--- config.mk ---
export PLATFORM = sky130hd
export DESIGN_NAME = rv_multicycle_ctrl
export DESIGN_NICKNAME = d
export VERILOG_FILES = /design/src/rtl/rv_multicycle_ctrl.sv
export SDC_FILE = /design/constraint.sdc
export NUM_CORES = 1
export LEC_CHECK = 0
export ABC_AREA = 1
export ABC_CLOCK_PERIOD_IN_PS = 1500
export CORE_MARGIN = 3
export CORE_UTILIZATION = 36
export DETAILED_ROUTE_END_ITERATION = 16
export PLACE_DENSITY_LB_ADDON = 0.08
export SLEW_MARGIN = 20
export SYNTH_ARGS = -nofsm -noshare
export SYNTH_HDL_FRONTEND = slang
export SYNTH_SLANG_ARGS = --single-unit
--- constraint.sdc ---
create_clock -name clk -period 1.5 [get_ports clk]
set_input_delay 0.3 -clock clk [delete_from_list [all_inputs] [get_ports clk]]
set_output_delay 0.3 -clock clk [all_outputs]
set_load 0.005 [all_outputs]
--- src/rtl/rv_multicycle_ctrl.sv ---
// rv_multicycle_ctrl: multi-cycle FETCH/DECODE/EXEC/MEM/WB sequencer for the RV32I datapath
module rv_multicycle_ctrl (
    input  logic       clk,
    input  logic       rst_n,
    input  logic [6:0] opcode,
    input  logic [2:0] func3,
    input  logic       func7_5,
    input  logic       cmp_eq,
    input  logic       cmp_lt,
    input  logic       cmp_ltu,
    input  logic       imem_ack,
    input  logic       dmem_ack,
    output logic       imem_req,
    output logic       ir_we,
    output logic       dmem_req,
    output logic       dmem_we,
    output logic       reg_we,
    output logic       pc_we,
    output logic [1:0] pc_src,
    output logic       alu_a_sel,
    output logic       alu_b_sel,
    output logic [2:0] imm_sel,
    output logic [3:0] alu_op,
    output logic [1:0] wb_sel,
    output logic       halted,
    output logic [2:0] state
);
    typedef enum logic [2:0] {FETCH = 3'd0, DECODE = 3'd1, EXEC = 3'd2, MEM = 3'd3, WB = 3'd4, HALT = 3'd5} state_t;
    localparam logic [6:0] OP_R = 7'b0110011, OP_I = 7'b0010011, OP_LD = 7'b0000011, OP_ST = 7'b0100011;
    localparam logic [6:0] OP_BR = 7'b1100011, OP_JAL = 7'b1101111, OP_JALR = 7'b1100111;
    localparam logic [6:0] OP_LUI = 7'b0110111, OP_AUIPC = 7'b0010111;
    localparam logic [3:0] ALU_ADD = 4'd0, ALU_SUB = 4'd1, ALU_SLL = 4'd2, ALU_SLT = 4'd3, ALU_SLTU = 4'd4;
    localparam logic [3:0] ALU_XOR = 4'd5, ALU_SRL = 4'd6, ALU_SRA = 4'd7, ALU_OR = 4'd8, ALU_AND = 4'd9, ALU_PASSB = 4'd10;
    localparam logic [2:0] IMM_I = 3'd0, IMM_S = 3'd1, IMM_B = 3'd2, IMM_J = 3'd3, IMM_U = 3'd4;
    state_t cur, nxt;
    logic is_r, is_i, is_ld, is_st, is_br, is_jal, is_jalr, is_lui, is_auipc, legal, taken;
    logic [3:0] arith;
    assign is_r     = opcode == OP_R;
    assign is_i     = opcode == OP_I;
    assign is_ld    = opcode == OP_LD;
    assign is_st    = opcode == OP_ST;
    assign is_br    = opcode == OP_BR;
    assign is_jal   = opcode == OP_JAL;
    assign is_jalr  = opcode == OP_JALR;
    assign is_lui   = opcode == OP_LUI;
    assign is_auipc = opcode == OP_AUIPC;
    assign legal = (is_r || is_i || is_jal || is_jalr || is_lui || is_auipc ||
                    (is_br && func3[2:1] != 2'b01) ||
                    (is_ld && func3 != 3'b011 && func3[2:1] != 2'b11) ||
                    (is_st && func3 <= 3'd2));
    assign state = cur;
    // ALU operation for R-type and I-ALU; func7_5 selects SUB only for R-type, SRA for both
    always_comb begin
        case (func3)
            3'b000:  arith = (is_r && func7_5) ? ALU_SUB : ALU_ADD;
            3'b001:  arith = ALU_SLL;
            3'b010:  arith = ALU_SLT;
            3'b011:  arith = ALU_SLTU;
            3'b100:  arith = ALU_XOR;
            3'b101:  arith = func7_5 ? ALU_SRA : ALU_SRL;
            3'b110:  arith = ALU_OR;
            default: arith = ALU_AND;
        endcase
    end
    // Branch condition from the comparator flags
    always_comb begin
        case (func3)
            3'b000:  taken = cmp_eq;
            3'b001:  taken = !cmp_eq;
            3'b100:  taken = cmp_lt;
            3'b101:  taken = !cmp_lt;
            3'b110:  taken = cmp_ltu;
            3'b111:  taken = !cmp_ltu;
            default: taken = 1'b0;
        endcase
    end
    // State register
    always_ff @(posedge clk or negedge rst_n) begin
        if (!rst_n) cur <= FETCH;
        else        cur <= nxt;
    end
    // Next state and datapath strobes; fetch strobes are gated by rst_n so they drop during reset
    always_comb begin
        nxt       = cur;
        imem_req  = 1'b0;
        ir_we     = 1'b0;
        dmem_req  = 1'b0;
        dmem_we   = 1'b0;
        reg_we    = 1'b0;
        pc_we     = 1'b0;
        pc_src    = 2'd0;
        alu_a_sel = 1'b0;
        alu_b_sel = 1'b0;
        imm_sel   = IMM_I;
        alu_op    = ALU_ADD;
        wb_sel    = 2'd0;
        halted    = 1'b0;
        case (cur)
            FETCH: begin
                imem_req = rst_n;
                ir_we    = rst_n && imem_ack;
                if (imem_ack) nxt = DECODE;
            end
            DECODE: nxt = legal ? EXEC : HALT;
            EXEC: begin
                if (is_br) begin
                    imm_sel = IMM_B;
                    pc_we   = 1'b1;
                    pc_src  = taken ? 2'd1 : 2'd0;
                    nxt     = FETCH;
                end else if (is_ld || is_st) begin
                    alu_b_sel = 1'b1;
                    imm_sel   = is_st ? IMM_S : IMM_I;
                    nxt       = MEM;
                end else begin
                    nxt       = WB;
                    alu_op    = is_lui ? ALU_PASSB : (is_r || is_i) ? arith : ALU_ADD;
                    alu_a_sel = is_auipc;
                    alu_b_sel = is_i || is_lui || is_auipc;
                    imm_sel   = (is_lui || is_auipc) ? IMM_U : IMM_I;
                end
            end
            MEM: begin
                dmem_req = 1'b1;
                dmem_we  = is_st;
                if (dmem_ack) begin
                    pc_we = is_st;
                    nxt   = is_st ? FETCH : WB;
                end
            end
            WB: begin
                reg_we  = 1'b1;
                pc_we   = 1'b1;
                wb_sel  = is_ld ? 2'd1 : (is_jal || is_jalr) ? 2'd2 : 2'd0;
                pc_src  = is_jal ? 2'd1 : is_jalr ? 2'd2 : 2'd0;
                imm_sel = is_jal ? IMM_J : IMM_I;
                nxt     = FETCH;
            end
            HALT: halted = 1'b1;
            default: nxt = FETCH;
        endcase
    end
endmodule

==> run_results.csv, run 1 <==
group,metric,value,unit
placed_design,gp_congestion,0.8581,
outcome,status,"aborted with a tool error",
clock_tree,post-cts-setup-buffers,16,
logic_synthesis,yosys.area.top_type,"nand2_1",
die,ios,41,
logic_synthesis,synthesis.area,634.4,um^2
clock_tree,cts_resized,158,
logic_synthesis,synthesis.nets,143,
die,num_rows,14,
logic_synthesis,ys_types,23,
clock_tree,cts_max_level,1,
placed_design,io_buffers,40,
placed_design,dp_hpwl,1995,um
outcome,error_line,"[ERROR DPL-0033] detailed placement checks failed during check placement.",
clock_tree,hold_buffers,0,
logic_synthesis,yosys_warnings,0,
clock_tree,cts.path.max_buffers,2,
logic_synthesis,avgSynthCellArea,5.075,um^2
outcome,failing_step,"clock tree synthesis",
logic_synthesis,synth-seq-area-share,11.83,%
die,die_w,47.98,um
die,initial_utilization,40.24,%
logic_synthesis,synth_top_cell_area_share,20.71,%
clock_tree,numCtsBuffers,3,
logic_synthesis,synth-seq-cells,3,
die,fp.dieH,47.98,um
logic_synthesis,ys_top_cells_by_area,"nand2_1 21%, dfrtp_1 12%, nor2_1 11%, inv_1 8.3%, nand3_1 7.9%",
clock_tree,root_buffer,"clkbuf_4",
logic_synthesis,netlist_instances,125,
clock_tree,cts.sinks,3,
-- cells by family after synthesis --
kind of cell	synth area share (%)
AND/OR/NAND/NOR	60.16
AO/OA/AOI/OAI	13.02
flip-flops	11.83
buffers and inverters	14.99
-- cells in the mapped netlist, drive strengths merged --
cell,number
a21oi,4
a31oi,1
buf,1
clkbuf,1
dfrtp,3
inv,23
nand2,35
nand3,13
nand3b,1
nand4,1
nor2,22
nor3,7
nor4,1
o211ai,1
o21ai,9
or2,2
-- per-stage QoR --
step | util [%] | hold WS, ns | std cells | instance area (um^2) | worst slack [ns]
detailed placement | 82.54 | 0.6266 | 213 | 1301 | -0.8805
global placement | 82.54 | 0.6158 | 213 | 1301 | -0.7950
floorplan | - | 0.004409 | 125 | 634.4 | 0.1085
==> run 2: changes to the inputs <==
--- a/config.mk
+++ b/config.mk
@@ -7,10 +7,10 @@
 export LEC_CHECK = 0
 export ABC_AREA = 1
 export ABC_CLOCK_PERIOD_IN_PS = 1500
-export CORE_MARGIN = 3
-export CORE_UTILIZATION = 36
+export CORE_AREA = 3 3 64 66
 export DETAILED_ROUTE_END_ITERATION = 16
-export PLACE_DENSITY_LB_ADDON = 0.08
+export DIE_AREA = 0 0 67 69
+export PLACE_DENSITY_LB_ADDON = 0.15
 export SLEW_MARGIN = 20
 export SYNTH_ARGS = -nofsm -noshare
 export SYNTH_HDL_FRONTEND = slang
==> run 2 against run 1 <==
Net effect: the flow now finishes, with violations (setup timing); synthesized area did not move; synthesized cell count unchanged.
==> run_results.csv, run 2 <==
group,metric,value,unit
outcome,status,"finished, violations left",
outcome,violations,"setup timing",
worst_setup_path,slowest_delay,0.44,ns
worst_setup_path,worstPathMaxFanout,4,
logic_synthesis,synth_top_cell_area_share,20.71,%
global_routing,grt_usage,13.07,%
global_routing,grt_util_met3,1.303,%
global_routing,grt_pass1_vias,1234,
logic_synthesis,ys_top_cells_by_count,"35 x nand2_1, 18 x nor2_1, 14 x inv_1",
layout,ff_latch_area,77.57,um^2
die,die_w,67,um
worst_setup_path,rr_endpoint,"state[2]",
logic_synthesis,synthesis.nets,143,
timing,setup_violations,18,
timing,maxSlewViolCount,0,
detailed_routing,vias,1159,
layout,final_cell_mix,"45 x buf_4, 24 x nand2_1, 21 x buf_2, 18 x buf_6, 11 x inv_1",
layout,largest_reg_flops,3,
logic_synthesis,ys_top_cells_by_area,"nand2_1 21%, dfrtp_1 12%, nor2_1 11%, inv_1 8.3%, nand3_1 7.9%",
timing,fmax,589.8,MHz
global_routing,grt_pass1_wl,4995,um
detailed_routing,wire_per_inst,10.70,um
timing,relSlewSlack,78.03,%
logic_synthesis,netlist_instances,125,
logic_synthesis,yosys_warnings,0,
hold_path,hold_path_class,"in -> async",
layout,diodes,0,
detailed_routing,wl,2942,um
detailed_routing,first_pass_iters,4,
logic_synthesis,async_flop_share,100.0,%
worst_setup_path,ff2ff_path_depth,13,
worst_setup_path,crit_cells,7,
worst_setup_path,rr_startpoint,"state[0]",
detailed_routing,avgViaCountPerCell,4.215,
detailed_routing,drt-initial-drc-count,32,
logic_synthesis,synthesis.area,634.4,um^2
timing,finalWorstSetupSlack,-0.1956,ns
power,peakVddDrop,0.5741,mV
clock_tree,cts_max_level,1,
worst_setup_path,crit_slowest_cell,"dfrtp_2",
clock_tree,clk_pin_slew,0.03,ns
global_routing,grt_max_degree,8,
worst_setup_path,critPathBufInv,3,
worst_setup_path,crit_path_start_kind,"flip-flop",
worst_setup_path,worst_path_dominant_cell_family,"flip-flops",
logic_synthesis,synth-seq-cells,3,
flow_run,drv_cap,0,
placed_design,dp_hpwl,2168,um
die,die_area,4623,um^2
detailed_routing,antenna_left,0,
global_routing,use_met1,15.86,%
layout,nets,246,
worst_setup_path,worst_setup_path_end_kind,"primary output",
power,p_per_area,723.7,nW/um^2
clock_tree,cts.sinks,3,
global_routing,grt_util_met2,23.47,%
layout,syn_to_final_growth,182.1,%
global_routing,antenna_found_initial,0,
die,core,3633,um^2
worst_setup_path,endpoint,"imm_sel[0]",
layout,multiInputGateArea,714.4,um^2
clock_tree,cts_tree,"built",
die,initial_utilization,17.46,%
placed_design,gp_congestion,0.7983,
placed_design,io_buffers,40,
logic_synthesis,synth-seq-area-share,11.83,%
worst_setup_path,reg2reg_slack,-0.07,ns
global_routing,overflow,0,
power,leakage,0.9702,nW
logic_synthesis,synth_most_common_cell,"nand2_1",
timing,period_needed,1.696,ns
clock_tree,clk_latency,0.21,ns
detailed_routing,drc_errors,0,
placed_design,place_area,1401,um^2
placed_design,dp_slack,-0.8893,ns
die,fp.dieH,69,um
layout,nFillCells,397,
global_routing,grt-busiest-layer,"met2",
clock_tree,root_buffer,"clkbuf_8",
clock_tree,numCtsBuffers,3,
worst_setup_path,crit_chain,"nor3_4 -> inv_2 -> nor2_4 -> nand2_2 -> buf_6 -> o21ai_2 -> buf_2",
layout,drive_above_1_share,67.40,%
power,p_total,0.001295,W
layout,utilization,49.24,%
timing,finalSetupTns,-2.432,ns
timing,worstMarginPinSlew,0.3270,ns
timing,fin_crit_sh,113.0,%
layout,fin_area,1789,um^2
timing,rsz0062_at_grt,"true",
clock_tree,cts.path.max_buffers,2,
timing,hold_violations,0,
timing,final.setup_skew,0.001711,ns
logic_synthesis,synth-edff-count,0,
layout,layout_commonest_cell,"buf_4",
die,ios,41,
logic_synthesis,synth-main-ff-cell,"dfrtp_1",
logic_synthesis,avgSynthCellArea,5.075,um^2
worst_setup_path,cp.required,1.20,ns
logic_synthesis,ys_types,23,
worst_setup_path,crit_type,"reg -> out",
logic_synthesis,yosys.area.top_type,"nand2_1",
die,num_rows,22,
worst_setup_path,worstPathArrival,1.40,ns
worst_setup_path,critPathLaunch,"state[0]",
-- run 2: cell counts after synthesis --
No cell type changed its count.
-- run 2: how the worst min path moves through the flow --
| stage | to | from | cells after the start | slack [ns] |
|---|---|---|---|---|
| after global placement | state[0] | rst_n | 2 | 0.64 |
| after global routing | state[1] | rst_n | 2 | 0.43 |
| after detailed placement | state[1] | rst_n | 2 | 0.64 |
| final | state[1] | rst_n | 2 | 0.41 |
| after floorplan | state[0] | rst_n | 0 | 0.004 |
| after CTS | state[1] | rst_n | 2 | 0.42 |
-- run 2: per-layer routing --
| metal | vias to the layer above | share of wire, % | wire (um) |
|---|---|---|---|
| li1 | 598 | - | - |
| met1 | 530 | 40 | 1182 |
| met2 | 27 | 55 | 1620 |
| met3 | 4 | 3.7 | 110 |
| met4 | 0 | 0.99 | 29 |
| met5 | - | 0 | 0 |
-- run 2: layout make-up --
class | instances | area share [%]
timing repair buffer | 100 | 44.62
multi-input combinational | 97 | 39.93
inverter | 23 | 5.245
sequential | 3 | 4.336
tap | 48 | 3.357
clock buffer | 4 | 2.517
-- run 2: what timing repair did --
item / 4_1_cts / 5_1_grt
gates resized for setup: 172 / 32
cloned: 0 / 0
setup endpoints to repair: 25 / 23
hold endpoints to repair: 0 / 0
buffers inserted: 17 / 6
hold buffers: 0 / 0
pin swaps: 26 / 11
-- run 2: kinds of logic after synthesis --
group	Yosys count	synth area share [%]
and+or+nand+nor	82	60.16
DFF	3	11.83
AOI/OAI and AO/OA	15	13.02
buffers and inverters	25	14.99
-- run 2: metrics by stage --
stage,std cells,hold WS (ns)
after floorplan,125,0.004409
after global placement,253,0.6387
after detailed placement,253,0.6396
after CTS,273,0.4164
after global routing,275,0.4298
final,275,0.4088
-- run 2: report_power, final --
group          switching (W)  leakage [nW]  internal, W
registers          0.0000410        0.0363     0.000111
logic               0.000418         0.911     0.000494
clock network      0.0000495        0.0228     0.000181
total               0.000509         0.970     0.000786
Note: power is estimated with default switching activity, not from simulation.
